**config.mk**
```make
export PLATFORM = sky130hd
export DESIGN_NAME = key_decoder
export DESIGN_NICKNAME = d
export VERILOG_FILES = /design/src/rtl/key_decoder_pkg.sv /design/src/rtl/key_sync2.sv /design/src/rtl/key_decoder.sv
export SDC_FILE = /design/constraint.sdc
export NUM_CORES = 1
export LEC_CHECK = 0
export CORE_ASPECT_RATIO = 2
export CORE_MARGIN = 2
export CORE_UTILIZATION = 55
export CTS_BUF_LIST = sky130_fd_sc_hd__clkbuf_2
export DETAILED_ROUTE_END_ITERATION = 8
export MAX_ROUTING_LAYER = met4
export PLACE_DENSITY = 0.84
export SYNTH_ARGS = -nofsm -noshare
export SYNTH_HDL_FRONTEND = slang
export SYNTH_HIERARCHICAL = 1
export SYNTH_SLANG_ARGS = --single-unit
export TNS_END_PERCENT = 30
```
**constraint.sdc**
```tcl
create_clock -name clk -period 2.41 [get_ports clk]
set_input_delay 0.482 -clock clk [delete_from_list [all_inputs] [get_ports clk]]
set_output_delay 0.482 -clock clk [all_outputs]
set_load 0.1 [all_outputs]
```
**src/rtl/key_decoder_pkg.sv**
```systemverilog
// rtl/key_decoder_pkg.sv - shared types, constants and decode helpers for key_decoder
package key_decoder_pkg;

    typedef enum logic [1:0] {
        ST_IDLE        = 2'd0,
        ST_PRESS_CHK   = 2'd1,
        ST_HELD        = 2'd2,
        ST_RELEASE_CHK = 2'd3
    } state_t;

    localparam int         NUM_KEYS  = 10;
    localparam logic [3:0] CODE_MAX  = 4'd9;
    localparam logic [6:0] SEG_BLANK = 7'h7F;

    // Active-low segments, bit order {g,f,e,d,c,b,a}
    function automatic logic [6:0] bcd_to_seg(input logic [3:0] code);
        case (code)
            4'd0:    return 7'b1000000;
            4'd1:    return 7'b1111001;
            4'd2:    return 7'b0100100;
            4'd3:    return 7'b0110000;
            4'd4:    return 7'b0011001;
            4'd5:    return 7'b0010010;
            4'd6:    return 7'b0000010;
            4'd7:    return 7'b1111000;
            4'd8:    return 7'b0000000;
            4'd9:    return 7'b0010000;
            default: return SEG_BLANK;
        endcase
    endfunction

    function automatic logic [NUM_KEYS-1:0] bcd_to_onehot(input logic [3:0] code);
        logic [NUM_KEYS-1:0] v;
        v = '0;
        if (code <= CODE_MAX) begin
            v[code] = 1'b1;
        end
        return v;
    endfunction

endpackage

```
**src/rtl/key_sync2.sv**
```systemverilog
// rtl/key_sync2.sv - parameterized-width two-flop synchronizer, async active-high reset
module key_sync2 #(
    parameter int WIDTH = 1
) (
    input  logic             clk,
    input  logic             rst,
    input  logic [WIDTH-1:0] d,
    output logic [WIDTH-1:0] q
);

    logic [WIDTH-1:0] meta;

    always_ff @(posedge clk or posedge rst) begin
        if (rst) begin
            meta <= '0;
            q    <= '0;
        end else begin
            meta <= d;
            q    <= meta;
        end
    end

endmodule

```
**src/rtl/key_decoder.sv**
```systemverilog
// rtl/key_decoder.sv - debounced key decoder with one-deep event buffer; optional KEY_DECODER_SEG_EN display
module key_decoder
    import key_decoder_pkg::*;
#(
    parameter int STABLE_CYCLES = 4
) (
    input  logic                clk,
    input  logic                rst,
    input  logic [3:0]          L,
    input  logic                GS,
    output logic                out_valid,
    input  logic                out_ready,
    output logic [3:0]          out_code,
    output logic [NUM_KEYS-1:0] out_onehot,
    output logic                key_held,
    output logic                overflow
`ifdef KEY_DECODER_SEG_EN
    ,
    output logic [6:0]          seg_n
`endif
);

    localparam int            CW      = $clog2(STABLE_CYCLES + 1);
    localparam logic [CW-1:0] CNT_MAX = CW'(STABLE_CYCLES);

    localparam logic [1:0] IDLE        = ST_IDLE;
    localparam logic [1:0] PRESS_CHK   = ST_PRESS_CHK;
    localparam logic [1:0] HELD        = ST_HELD;
    localparam logic [1:0] RELEASE_CHK = ST_RELEASE_CHK;

    logic [4:0]    s;
    logic [1:0]    state;
    logic [3:0]    cap;
    logic [CW-1:0] cnt;
    logic [CW-1:0] cnt_inc;
    logic          s_valid;
    logic          s_match;
    logic          push;
    logic          pop;

    key_sync2 #(.WIDTH(5)) u_sync (
        .clk (clk),
        .rst (rst),
        .d   ({GS, L}),
        .q   (s)
    );

    assign s_valid  = s[4] && (s[3:0] <= CODE_MAX);
    assign s_match  = s_valid && (s[3:0] == cap);
    assign cnt_inc  = (cnt == CNT_MAX) ? cnt : cnt + 1'b1;
    assign push     = (state == PRESS_CHK) && s_match && (cnt_inc == CNT_MAX);
    assign pop      = out_valid && out_ready;
    assign key_held = (state == HELD) || (state == RELEASE_CHK);

    always_ff @(posedge clk or posedge rst) begin
        if (rst) begin
            state <= IDLE;
            cap   <= '0;
            cnt   <= '0;
        end else begin
            case (state)
                IDLE: begin
                    if (s_valid) begin
                        cap   <= s[3:0];
                        cnt   <= '0;
                        state <= PRESS_CHK;
                    end
                end
                PRESS_CHK: begin
                    if (s_match) begin
                        cnt <= cnt_inc;
                        if (cnt_inc == CNT_MAX) begin
                            state <= HELD;
                        end
                    end else if (s_valid) begin
                        cap <= s[3:0];
                        cnt <= '0;
                    end else begin
                        state <= IDLE;
                    end
                end
                HELD: begin
                    if (!s_match) begin
                        cnt   <= '0;
                        state <= RELEASE_CHK;
                    end
                end
                default: begin
                    // A returning match is bounce: resume HELD without a new event
                    if (s_match) begin
                        state <= HELD;
                    end else begin
                        cnt <= cnt_inc;
                        if (cnt_inc == CNT_MAX) begin
                            state <= IDLE;
                        end
                    end
                end
            endcase
        end
    end

    always_ff @(posedge clk or posedge rst) begin
        if (rst) begin
            out_valid  <= 1'b0;
            out_code   <= '0;
            out_onehot <= '0;
            overflow   <= 1'b0;
        end else if (push) begin
            if (!out_valid || pop) begin
                out_valid  <= 1'b1;
                out_code   <= cap;
                out_onehot <= bcd_to_onehot(cap);
            end else begin
                overflow <= 1'b1;
            end
        end else if (pop) begin
            out_valid <= 1'b0;
        end
    end

`ifdef KEY_DECODER_SEG_EN
    always_ff @(posedge clk or posedge rst) begin
        if (rst) begin
            seg_n <= SEG_BLANK;
        end else if (push && (!out_valid || pop)) begin
            seg_n <= bcd_to_seg(cap);
        end
    end
`endif

endmodule

```
==> summary.txt, run 1 <==
Max Clk Rate: 0.450 GHz
Antenna cells: 0
CTS root buffer: clkbuf_2
Startpoint types: register
Vias in the first global route: 1094
RSZ-0062 raised after global routing: false
Synth unique cells: 38
Worst EP required: 2690 ps
Number of max-cap violations: 0
Post-Syn Area: 1630 µm²
Status: finished clean
Pin count of the biggest net entering global routing: 16
Site row count: 28
Util after Layout: 0.655
Largest family of logic cells by synthesized area: multiplexers
IO buf count: 24
FF+latch area: 876 µm²
Clk buf depth: 2
Fillers: 223
Flop-to-flop setup slack: 190 ps
WP data arrival: 2510 ps
Share of layout cells above drive strength 1: 0.297
Relative max-transition margin: 0.594
Final worst slack: 188 ps
Fin area: 1900 µm²
Leak pwr: 0.954 nW
Fin nets: 167
GRT Util Overall: 0.193
Synth warn: 6
Die Area: 3440 µm²
Design Power: 0.997 mW
H-tree levels: 2
Initial drt markers: 24
Starting Density: 0.561
Post-synthesis mux area share: 0.154
Crit path capture type: register
Die width: 42.5 µm
GPL Wtd Cong: 0.868
Fraction of the mapped netlist area in compound gates: 0.0683
Vias: 1062
First-pass GRT wire length: 4710 µm
DP Area: 1850 µm²
P per Cell Area: 524 nW/µm²
Slew @ Worst Pin: 608 ps
Area Growth Syn to Fin: 16.7%
Clock network latency to the later pin of the worst-skew pair: 400 ps
Multi-input gate area: 668 µm²
Hpwl dp: 2170 µm
Min-Delay Path Class: register to register
Post-synthesis sequential area ratio: 0.537
Cells after Synth: 129
DRT Pass-1 Iters: 4
Vias per inst: 5.65
WL final: 2880 µm
Endpoints failing hold: 0
CTS Buf Count: 5
Period minus WS final: 2220 ps
Critical Path Fanout Max: 14
DRC: 0
Final Slew Violations: 0
Post-Synth Simple-Gate Area: 0.150
Worst clock skew: 35.0 ps
Worst hold slack: 336 ps
Antenna violations before repair: 0
Setup_tns: 0 ps
Dpl ws: 95.3 ps
Post-DRT Antenna Nets: 0
Syn_nets: 139
#FFs+latches synth: 35
I/O Pins: 25
Adder-cell share of the synthesized area: 0.0153
GRT overflow: 0
Placed cells: 179
Die H: 81.0 µm
Setup-failing EPs final: 0
Avg Cell Area, Syn: 12.6 µm²
Finished Layout Cells: 188
Clock slew at reported path FFs: 190 ps
CTS Hold Bufs: 0
Clock Sinks: 35
Max VDD drop: 0.472 mV
Routed wire per std cell: 15.3 µm
Crit Path Category: register to register
Final period util: 0.922
Post-synthesis xor/xnor area fraction: 0.0215
Core area: 2910 µm²
TritonCTS clock tree: built
-- final timing paths --
path	start	end	cells after the start
max	cnt[0]$_DFFE_PP0P_	out_code[3]$_DFFE_PP0P_	8
min	u_sync/meta[4]$_DFF_PP0_	u_sync/q[4]$_DFF_PP0_	0
max in group asynchronous	rst	cap[2]$_DFFE_PP0P_	3
min reg2reg	u_sync/meta[4]$_DFF_PP0_	u_sync/q[4]$_DFF_PP0_	0
min in group asynchronous	rst	u_sync/q[4]$_DFF_PP0_	2
max reg2reg	cnt[0]$_DFFE_PP0P_	out_code[3]$_DFFE_PP0P_	8
-- layout make-up --
class	instances	share of cell area
Clock buffer	6	0.0158
Multi-Input combinational cell	76	0.351
Timing Repair Buffer	29	0.130
Inverter	10	0.0197
Clock inverter	2	0.00394
Tap cell	30	0.0197
Sequential cell	35	0.460
-- per-layer routing --
layer	part of all wire	routed length, µm	vias to the layer above	global-route usage
met5	0	0	-	-
met4	0.023	67	0	0.131
met3	0.028	81	6	0.0378
met2	0.58	1670	18	0.337
met1	0.37	1060	534	0.188
li1	-	-	504	-
-- flip-flops by register name, summed over array words and instances, names as in the netlist, named ones only --
| name | flops |
|---|---|
| cap | 4 |
| cnt | 3 |
| out_code | 4 |
| out_onehot | 10 |
| out_valid | 1 |
| overflow | 1 |
| state | 1 |
| u_sync/meta | 5 |
| u_sync/q | 5 |
-- report_power, final --
| part | switching, mW | internal (mW) | leakage [nW] | total, mW |
|---|---|---|---|---|
| clock network | 0.182 | 0.0697 | 0.0281 | 0.252 |
| logic | 0.0560 | 0.0504 | 0.491 | 0.106 |
| registers | 0.0315 | 0.607 | 0.435 | 0.639 |
-- kinds of logic after synthesis --
| group | after synthesis |
|---|---|
| compound gates | 17 |
| xor+xnor | 4 |
| fa+ha+maj | 2 |
| buf+inv | 18 |
| flops | 35 |
| mux | 21 |
| simple gates | 32 |
-- cells in the mapped netlist --
library cell,number,area [µm²]
o21bai_1,1,7.51
nor2b_1,2,12.5
buf_2,1,5.00
mux2_4,6,90.1
nor2_1,2,7.51
dfrtp_1,35,876
buf_4,1,7.51
nand2b_1,2,12.5
clkbuf_1,4,15.0
and3_1,1,6.26
xor2_1,4,35.0
a31oi_1,3,18.8
nor4_4,1,21.3
nand4_4,1,21.3
nor3b_2,1,12.5
a211oi_1,2,15.0
and3b_1,2,17.5
inv_1,10,37.5
and4b_1,1,10.0
nor4b_1,2,17.5
o22ai_1,1,6.26
a21o_1,1,7.51
o211ai_1,1,7.51
ha_1,2,25.0
nor4_1,1,6.26
o21a_1,1,7.51
nand3b_1,2,15.0
mux2i_1,6,60.1
o21ai_1,1,5.00
nand3_1,3,15.0
nand2_1,8,30.0
buf_6,2,22.5
nor3b_1,1,7.51
o2111a_1,1,11.3
a21oi_1,5,25.0
nor4b_4,1,23.8
mux2_2,9,101
and4_1,1,8.76
-- critical path, stage by stage, from the launching register on --
cell	delay (ps)
dfrtp_1	450
inv_1	120
ha_1	280
nor3b_2	200
a211oi_1	90
nor4b_4	380
nand4_4	150
buf_12	180
mux2_4	290
-- repair_timing --
item                       in CTS  in global routing
setup endpoints to repair       0                 10
resized for setup               0                  0
buffers inserted                0                  1
-- layout by cell type, fill, tap and decap left out, drive strengths merged, types with 4 or more instances in the layout --
cell type / count
xor2: 4
clkdlybuf4s50: 7
inv: 10
mux2i: 6
clkbuf: 6
buf: 22
mux2: 15
a21oi: 5
dfrtp: 35
nand2: 8
Power figures use the tool's default switching activity.
==> run 2, diff against run 1 <==
--- a/config.mk
+++ b/config.mk
@@ -12,6 +12,7 @@
 export DETAILED_ROUTE_END_ITERATION = 8
 export MAX_ROUTING_LAYER = met4
 export PLACE_DENSITY = 0.84
+export SLEW_MARGIN = 20
 export SYNTH_ARGS = -nofsm -noshare
 export SYNTH_HDL_FRONTEND = slang
 export SYNTH_HIERARCHICAL = 1
==> results of run 2 <==
No change in the layout: final DEF, timing and power equal those of run 1.
